==> config.mk <==
export PLATFORM = sky130hd
export DESIGN_NAME = dec_ex_stage_flat
export DESIGN_NICKNAME = d
export VERILOG_FILES = /design/src/rtl/dec_ex_stage_if.sv /design/src/rtl/dec_ex_stage.sv /design/src/flat_wrapper.sv
export SDC_FILE = /design/constraint.sdc
export NUM_CORES = 1
export LEC_CHECK = 0
export CORE_MARGIN = 4
export CORE_UTILIZATION = 39
export CTS_CLUSTER_DIAMETER = 150
export DETAILED_ROUTE_END_ITERATION = 12
export PLACE_DENSITY = 0.8
export SLEW_MARGIN = 10
export SYNTH_ARGS = -nofsm -noshare
export SYNTH_HDL_FRONTEND = slang
export SYNTH_SLANG_ARGS = --single-unit
==> constraint.sdc <==
create_clock -name clk -period 5.4 [get_ports clk]
set_clock_uncertainty 0.1 [all_clocks]
set_input_delay 0.54 -clock clk [delete_from_list [all_inputs] [get_ports clk]]
set_output_delay 0.54 -clock clk [all_outputs]
set_load 0.01 [all_outputs]
==> src/rtl/dec_ex_stage_if.sv <==
// Decode-to-execute bundle: decode-side fields, flush request, and the
// registered EX-side copies plus stall outputs produced by dec_ex_stage.
interface dec_ex_stage_if #(
    parameter int DATA_W = 32,
    parameter int CNT_W  = 16
);
    logic [4:0]        dec_rs;
    logic [4:0]        dec_rt;
    logic [4:0]        dec_rd;
    logic [DATA_W-1:0] dec_rd1;
    logic [DATA_W-1:0] dec_rd2;
    logic [DATA_W-1:0] dec_imm;
    logic              dec_regwrite;
    logic              dec_memtoreg;
    logic              dec_memwrite;
    logic              dec_alusrc;
    logic              dec_regdst;
    logic [2:0]        dec_alucontrol;
    logic              dec_valid;
    logic              dec_uses_rt;
    logic              ex_flush;

    logic [4:0]        dec_ex_rs;
    logic [4:0]        dec_ex_rt;
    logic [4:0]        dec_ex_rd;
    logic [DATA_W-1:0] dec_ex_rd1;
    logic [DATA_W-1:0] dec_ex_rd2;
    logic [DATA_W-1:0] dec_ex_imm;
    logic              dec_ex_regwrite;
    logic              dec_ex_memtoreg;
    logic              dec_ex_memwrite;
    logic              dec_ex_alusrc;
    logic              dec_ex_regdst;
    logic [2:0]        dec_ex_alucontrol;
    logic              dec_ex_valid;
    logic              stall_fd;
    logic [CNT_W-1:0]  stall_count;

    modport master (
        output dec_rs, dec_rt, dec_rd, dec_rd1, dec_rd2, dec_imm,
               dec_regwrite, dec_memtoreg, dec_memwrite, dec_alusrc, dec_regdst,
               dec_alucontrol, dec_valid, dec_uses_rt, ex_flush,
        input  dec_ex_rs, dec_ex_rt, dec_ex_rd, dec_ex_rd1, dec_ex_rd2, dec_ex_imm,
               dec_ex_regwrite, dec_ex_memtoreg, dec_ex_memwrite, dec_ex_alusrc,
               dec_ex_regdst, dec_ex_alucontrol, dec_ex_valid, stall_fd, stall_count
    );

    modport slave (
        input  dec_rs, dec_rt, dec_rd, dec_rd1, dec_rd2, dec_imm,
               dec_regwrite, dec_memtoreg, dec_memwrite, dec_alusrc, dec_regdst,
               dec_alucontrol, dec_valid, dec_uses_rt, ex_flush,
        output dec_ex_rs, dec_ex_rt, dec_ex_rd, dec_ex_rd1, dec_ex_rd2, dec_ex_imm,
               dec_ex_regwrite, dec_ex_memtoreg, dec_ex_memwrite, dec_ex_alusrc,
               dec_ex_regdst, dec_ex_alucontrol, dec_ex_valid, stall_fd, stall_count
    );
endinterface

==> src/rtl/dec_ex_stage.sv <==
// Decode/execute pipeline register with load-use hazard detection, flush
// bubbling and a saturating stall-cycle counter.
module dec_ex_stage #(
    parameter int DATA_W = 32,
    parameter int CNT_W  = 16
) (
    input  logic           clk,
    input  logic           reset,
    dec_ex_stage_if.slave  bus
);
    logic hazard;
    logic bubble;

    // Only a valid load in EX whose destination is a real register can stall.
    always_comb begin
        hazard = bus.dec_ex_valid & bus.dec_ex_memtoreg & (bus.dec_ex_rt != 5'd0) &
                 bus.dec_valid &
                 ((bus.dec_ex_rt == bus.dec_rs) |
                  (bus.dec_uses_rt & (bus.dec_ex_rt == bus.dec_rt)));
        bubble = hazard | bus.ex_flush | ~bus.dec_valid;
    end

    assign bus.stall_fd = hazard & ~bus.ex_flush;

    always_ff @(posedge clk or posedge reset) begin
        if (reset) begin
            bus.dec_ex_rs         <= '0;
            bus.dec_ex_rt         <= '0;
            bus.dec_ex_rd         <= '0;
            bus.dec_ex_rd1        <= '0;
            bus.dec_ex_rd2        <= '0;
            bus.dec_ex_imm        <= '0;
            bus.dec_ex_regwrite   <= 1'b0;
            bus.dec_ex_memtoreg   <= 1'b0;
            bus.dec_ex_memwrite   <= 1'b0;
            bus.dec_ex_alusrc     <= 1'b0;
            bus.dec_ex_regdst     <= 1'b0;
            bus.dec_ex_alucontrol <= '0;
            bus.dec_ex_valid      <= 1'b0;
        end else if (bubble) begin
            bus.dec_ex_rs         <= '0;
            bus.dec_ex_rt         <= '0;
            bus.dec_ex_rd         <= '0;
            bus.dec_ex_rd1        <= '0;
            bus.dec_ex_rd2        <= '0;
            bus.dec_ex_imm        <= '0;
            bus.dec_ex_regwrite   <= 1'b0;
            bus.dec_ex_memtoreg   <= 1'b0;
            bus.dec_ex_memwrite   <= 1'b0;
            bus.dec_ex_alusrc     <= 1'b0;
            bus.dec_ex_regdst     <= 1'b0;
            bus.dec_ex_alucontrol <= '0;
            bus.dec_ex_valid      <= 1'b0;
        end else begin
            bus.dec_ex_rs         <= bus.dec_rs;
            bus.dec_ex_rt         <= bus.dec_rt;
            bus.dec_ex_rd         <= bus.dec_rd;
            bus.dec_ex_rd1        <= bus.dec_rd1;
            bus.dec_ex_rd2        <= bus.dec_rd2;
            bus.dec_ex_imm        <= bus.dec_imm;
            bus.dec_ex_regwrite   <= bus.dec_regwrite;
            bus.dec_ex_memtoreg   <= bus.dec_memtoreg;
            bus.dec_ex_memwrite   <= bus.dec_memwrite;
            bus.dec_ex_alusrc     <= bus.dec_alusrc;
            bus.dec_ex_regdst     <= bus.dec_regdst;
            bus.dec_ex_alucontrol <= bus.dec_alucontrol;
            bus.dec_ex_valid      <= 1'b1;
        end
    end

    always_ff @(posedge clk or posedge reset) begin
        if (reset) begin
            bus.stall_count <= '0;
        end else if (bus.stall_fd && (bus.stall_count != {CNT_W{1'b1}})) begin
            bus.stall_count <= bus.stall_count + CNT_W'(1);
        end
    end
endmodule

==> src/flat_wrapper.sv <==
// flat-port wrapper written by rule: the top's interface ports become plain ports
module dec_ex_stage_flat 
#(
    parameter int DATA_W = 32,
    parameter int CNT_W  = 16
)
  (clk, reset, bus_dec_rs, bus_dec_rt, bus_dec_rd, bus_dec_rd1, bus_dec_rd2, bus_dec_imm, bus_dec_regwrite, bus_dec_memtoreg, bus_dec_memwrite, bus_dec_alusrc, bus_dec_regdst, bus_dec_alucontrol, bus_dec_valid, bus_dec_uses_rt, bus_ex_flush, bus_dec_ex_rs, bus_dec_ex_rt, bus_dec_ex_rd, bus_dec_ex_rd1, bus_dec_ex_rd2, bus_dec_ex_imm, bus_dec_ex_regwrite, bus_dec_ex_memtoreg, bus_dec_ex_memwrite, bus_dec_ex_alusrc, bus_dec_ex_regdst, bus_dec_ex_alucontrol, bus_dec_ex_valid, bus_stall_fd, bus_stall_count);
  dec_ex_stage_if #(.DATA_W(DATA_W), .CNT_W(CNT_W)) bus_i ();
  input  logic clk;
  input  logic reset;
  input wire logic [$bits(bus_i.dec_rs)-1:0] bus_dec_rs;
  input wire logic [$bits(bus_i.dec_rt)-1:0] bus_dec_rt;
  input wire logic [$bits(bus_i.dec_rd)-1:0] bus_dec_rd;
  input wire logic [$bits(bus_i.dec_rd1)-1:0] bus_dec_rd1;
  input wire logic [$bits(bus_i.dec_rd2)-1:0] bus_dec_rd2;
  input wire logic [$bits(bus_i.dec_imm)-1:0] bus_dec_imm;
  input wire logic [$bits(bus_i.dec_regwrite)-1:0] bus_dec_regwrite;
  input wire logic [$bits(bus_i.dec_memtoreg)-1:0] bus_dec_memtoreg;
  input wire logic [$bits(bus_i.dec_memwrite)-1:0] bus_dec_memwrite;
  input wire logic [$bits(bus_i.dec_alusrc)-1:0] bus_dec_alusrc;
  input wire logic [$bits(bus_i.dec_regdst)-1:0] bus_dec_regdst;
  input wire logic [$bits(bus_i.dec_alucontrol)-1:0] bus_dec_alucontrol;
  input wire logic [$bits(bus_i.dec_valid)-1:0] bus_dec_valid;
  input wire logic [$bits(bus_i.dec_uses_rt)-1:0] bus_dec_uses_rt;
  input wire logic [$bits(bus_i.ex_flush)-1:0] bus_ex_flush;
  output wire logic [$bits(bus_i.dec_ex_rs)-1:0] bus_dec_ex_rs;
  output wire logic [$bits(bus_i.dec_ex_rt)-1:0] bus_dec_ex_rt;
  output wire logic [$bits(bus_i.dec_ex_rd)-1:0] bus_dec_ex_rd;
  output wire logic [$bits(bus_i.dec_ex_rd1)-1:0] bus_dec_ex_rd1;
  output wire logic [$bits(bus_i.dec_ex_rd2)-1:0] bus_dec_ex_rd2;
  output wire logic [$bits(bus_i.dec_ex_imm)-1:0] bus_dec_ex_imm;
  output wire logic [$bits(bus_i.dec_ex_regwrite)-1:0] bus_dec_ex_regwrite;
  output wire logic [$bits(bus_i.dec_ex_memtoreg)-1:0] bus_dec_ex_memtoreg;
  output wire logic [$bits(bus_i.dec_ex_memwrite)-1:0] bus_dec_ex_memwrite;
  output wire logic [$bits(bus_i.dec_ex_alusrc)-1:0] bus_dec_ex_alusrc;
  output wire logic [$bits(bus_i.dec_ex_regdst)-1:0] bus_dec_ex_regdst;
  output wire logic [$bits(bus_i.dec_ex_alucontrol)-1:0] bus_dec_ex_alucontrol;
  output wire logic [$bits(bus_i.dec_ex_valid)-1:0] bus_dec_ex_valid;
  output wire logic [$bits(bus_i.stall_fd)-1:0] bus_stall_fd;
  output wire logic [$bits(bus_i.stall_count)-1:0] bus_stall_count;
  assign bus_i.dec_rs = bus_dec_rs;
  assign bus_i.dec_rt = bus_dec_rt;
  assign bus_i.dec_rd = bus_dec_rd;
  assign bus_i.dec_rd1 = bus_dec_rd1;
  assign bus_i.dec_rd2 = bus_dec_rd2;
  assign bus_i.dec_imm = bus_dec_imm;
  assign bus_i.dec_regwrite = bus_dec_regwrite;
  assign bus_i.dec_memtoreg = bus_dec_memtoreg;
  assign bus_i.dec_memwrite = bus_dec_memwrite;
  assign bus_i.dec_alusrc = bus_dec_alusrc;
  assign bus_i.dec_regdst = bus_dec_regdst;
  assign bus_i.dec_alucontrol = bus_dec_alucontrol;
  assign bus_i.dec_valid = bus_dec_valid;
  assign bus_i.dec_uses_rt = bus_dec_uses_rt;
  assign bus_i.ex_flush = bus_ex_flush;
  assign bus_dec_ex_rs = bus_i.dec_ex_rs;
  assign bus_dec_ex_rt = bus_i.dec_ex_rt;
  assign bus_dec_ex_rd = bus_i.dec_ex_rd;
  assign bus_dec_ex_rd1 = bus_i.dec_ex_rd1;
  assign bus_dec_ex_rd2 = bus_i.dec_ex_rd2;
  assign bus_dec_ex_imm = bus_i.dec_ex_imm;
  assign bus_dec_ex_regwrite = bus_i.dec_ex_regwrite;
  assign bus_dec_ex_memtoreg = bus_i.dec_ex_memtoreg;
  assign bus_dec_ex_memwrite = bus_i.dec_ex_memwrite;
  assign bus_dec_ex_alusrc = bus_i.dec_ex_alusrc;
  assign bus_dec_ex_regdst = bus_i.dec_ex_regdst;
  assign bus_dec_ex_alucontrol = bus_i.dec_ex_alucontrol;
  assign bus_dec_ex_valid = bus_i.dec_ex_valid;
  assign bus_stall_fd = bus_i.stall_fd;
  assign bus_stall_count = bus_i.stall_count;
  dec_ex_stage #(.DATA_W(DATA_W), .CNT_W(CNT_W)) u_core (.clk(clk), .reset(reset), .bus(bus_i));
endmodule
==> flow_summary.ini <==
[synth]
synth-main-ff-cell = dfrtp_1
synth_edf_count = 0
synthCells = 357
syn_area_sq_um = 4900
seq_area_frac_synth = 0.694
avgSynthCellArea_sq_um = 13.7
yosys.cell_types.count = 29
ys_ff_latch = 136
synth-async-reset-ratio = 1.00
syn-num-nets = 482
ys_warn_count = 0

[sta]
slew-limit-headroom = 0.439
fin_hold_ws_ns = 0.415
drv_slew = 0
max_freq_mhz = 286
setup_viol = 0
fin_crit_sh = 0.647
hold_violations = 0
fin_setup_tns_ns = 0
rsz0062_at_grt = false
tightestPinTransition_ns = 0.840
worst_slack_ns = 1.91
fin_crit_ns = 3.49

[global_route]
grt_overflow = 0
grt_pass1_vias = 3835
grt_max_degree = 84
antenna_found_initial = 0
grtUsageTotal = 0.183
grt_pass1_wl_um = 20200

[cts]
post-cts-setup-buffers = 0
clkTransAtPathRegs_ns = 0.05
cts_sinks = 136
numCtsBuffers = 17
htree_levels = 4
ctsHoldBuffers = 0
cts-root-buf = clkbuf_16
postCtsResizedCells = 0
clock_latency_ns = 0.41
cts_tree = done
clockBufferDepth = 2

[job]
drv_cap = 0

[critical_path]
endpoint_kind = output pin
cp-start-kind = input port
rr_worst_depth = 6
required_ns = 4.76
crit_type = in2out
path_max_fanout = 17
worstPathArrival_ns = 2.85

[layout]
area_growth_pct = 68.6
nFillCells = 876
multiInputGateArea_sq_um = 1360
seq_area_sq_um = 3400
final_core_util = 0.679
final_area_sq_um = 8260
drive_gt1_frac = 0.0629
diodes = 0
final_nets = 749

[die]
start_util = 0.403
dieArea_sq_um = 14400
placementRows = 40
die_x_um = 120
ios = 261
core_sq_um = 12200
fp.dieH_um = 120

[status]
status = completed

[route]
ant_nets = 0
drc = 0
firstDrtPassIters = 4
via_count = 3585
wl_um = 12800
avgViaCountPerCell = 4.46
drtIter0Drc = 173
wire_per_inst_um = 15.9

[worst_hold_path]
hold_depth = 1
hold_class = reg2reg

[pwr]
power_density_nw_per_um2 = 314
ir_drop_v = 0.000219
p_leak_uw = 0.00363

[place]
place_hpwl_um = 9710
pre_cts_ws_ns = 1.95
io_buffer_count = 260
dpl_cell_area_sq_um = 7600
gp_congestion = 0.802
## flip-flops by register name, summed over array words and instances, names as in the netlist, 3 cells and up
| signal | flops |
|---|---|
| u_core.bus.dec_ex_rd1 | 32 |
| u_core.bus.dec_ex_rs | 5 |
| u_core.bus.dec_ex_alucontrol | 3 |
| u_core.bus.stall_count | 16 |
| u_core.bus.dec_ex_rt | 5 |
| u_core.bus.dec_ex_rd2 | 32 |
| u_core.bus.dec_ex_rd | 5 |
| u_core.bus.dec_ex_imm | 32 |
## layout by cell type (no fill, tap or decap)
cell type	Yosys	routed
buf_4	0	2
mux2_2	3	3
nand2b_1	2	2
nor4b_1	1	1
clkinv_2	0	1
nand2_1	11	11
or4_4	1	1
o211ai_1	1	1
nand4_1	11	11
nor3_1	5	5
clkbuf_8	0	5
and4_1	1	1
xnor2_1	23	23
ha_1	1	1
bufinv_16	0	5
dfrtp_1	136	136
o211a_1	1	1
clkbuf_1	2	2
clkinvlp_4	0	1
nor2_1	3	3
a21oi_4	1	1
inv_6	0	1
clkbuf_16	0	17
o22ai_2	1	1
nand4b_1	2	2
o21bai_1	1	1
nor2_2	2	2
nand3_1	8	8
and3_1	4	4
and2_1	120	120
clkdlybuf4s50_1	0	260
nor2b_1	1	1
nor4_1	1	1
or4b_1	1	1
## critical path, cell delays in order
cell and delay, ns:
clkdlybuf4s50_1 0.50, xnor2_1 0.13, nand4_1 0.15, o22ai_2 0.61
nor4b_1 0.32, clkdlybuf4s50_1 0.60
## through the flow
stage | std cells | total power, uW
final | 804 | 2590
after floorplan | 357 | 1170
after detailed placement | 773 | 1340
after global routing | 804 | 2690
after CTS | 804 | 2620
after global placement | 773 | 1330
## cell usage after synthesis, types with 2 or more instances
cell / n / area (sq um)
and2_1: 120 / 751
xnor2_1: 23 / 201
mux2_2: 3 / 33.8
clkbuf_1: 2 / 7.51
nor2_2: 2 / 12.5
nand2b_1: 2 / 12.5
and3_1: 4 / 25.0
nand3_1: 8 / 40.0
nor2_1: 3 / 11.3
dfrtp_1: 136 / 3400
nor3_1: 5 / 25.0
nand2_1: 11 / 41.3
nand4b_1: 2 / 17.5
nand4_1: 11 / 68.8
buf_6: 11 / 124
## logic make-up after synthesis
kind of cell / count (synthesis) / synth area share
DFF: 136 / 0.694
muxes: 3 / 0.00689
buffers and inverters: 15 / 0.0286
AOI/OAI and AO/OA: 5 / 0.0110
adders and majority gates: 1 / 0.00255
xor gates and xnor gates: 23 / 0.0411
and+or+nand+nor: 174 / 0.215
## routing by layer
metal / GRT usage / vias to the layer above / routed length, um / part of all wire
met4: 0.0795 / 0 / 326 / 0.026
li1: - / 1672 / - / -
met5: 0 / - / 0 / 0
met3: 0.0759 / 28 / 1090 / 0.085
met2: 0.316 / 168 / 6770 / 0.53
met1: 0.198 / 1717 / 4580 / 0.36
## report_power, final
| group | leakage [uW] | total [uW] | switching, uW | internal [uW] |
|---|---|---|---|---|
| sequential | 0.00184 | 1070 | 11.7 | 1050 |
| clock | 0.000323 | 1280 | 399 | 878 |
| combinational | 0.00147 | 250 | 91.0 | 159 |
## worst paths after layout
check                                           from                        end  slack, ns
hold / removal             u_core.bus.stall_count[9]  u_core.bus.stall_count[9]       0.42
min in group asynchronous                      reset  u_core.bus.dec_ex_imm[19]       0.54
setup / recovery                       bus_dec_rt[4]               bus_stall_fd       1.91
max in group asynchronous                      reset  u_core.bus.dec_ex_rd2[18]       3.50
hold reg to reg            u_core.bus.stall_count[9]  u_core.bus.stall_count[9]       0.42
setup reg to reg             u_core.bus.dec_ex_rt[0]    u_core.bus.dec_ex_rs[0]       2.44
## area by class of cell
class	count	share of cell area
Clock buffer	24	0.0607
Clock inverter	7	0.0197
Inverter	1	0.00106
Tap cell	168	0.0254
Sequential cell	136	0.412
Timing Repair Buffer	262	0.317
Multi-Input combinational cell	206	0.164
Power figures use the tool's default switching activity.
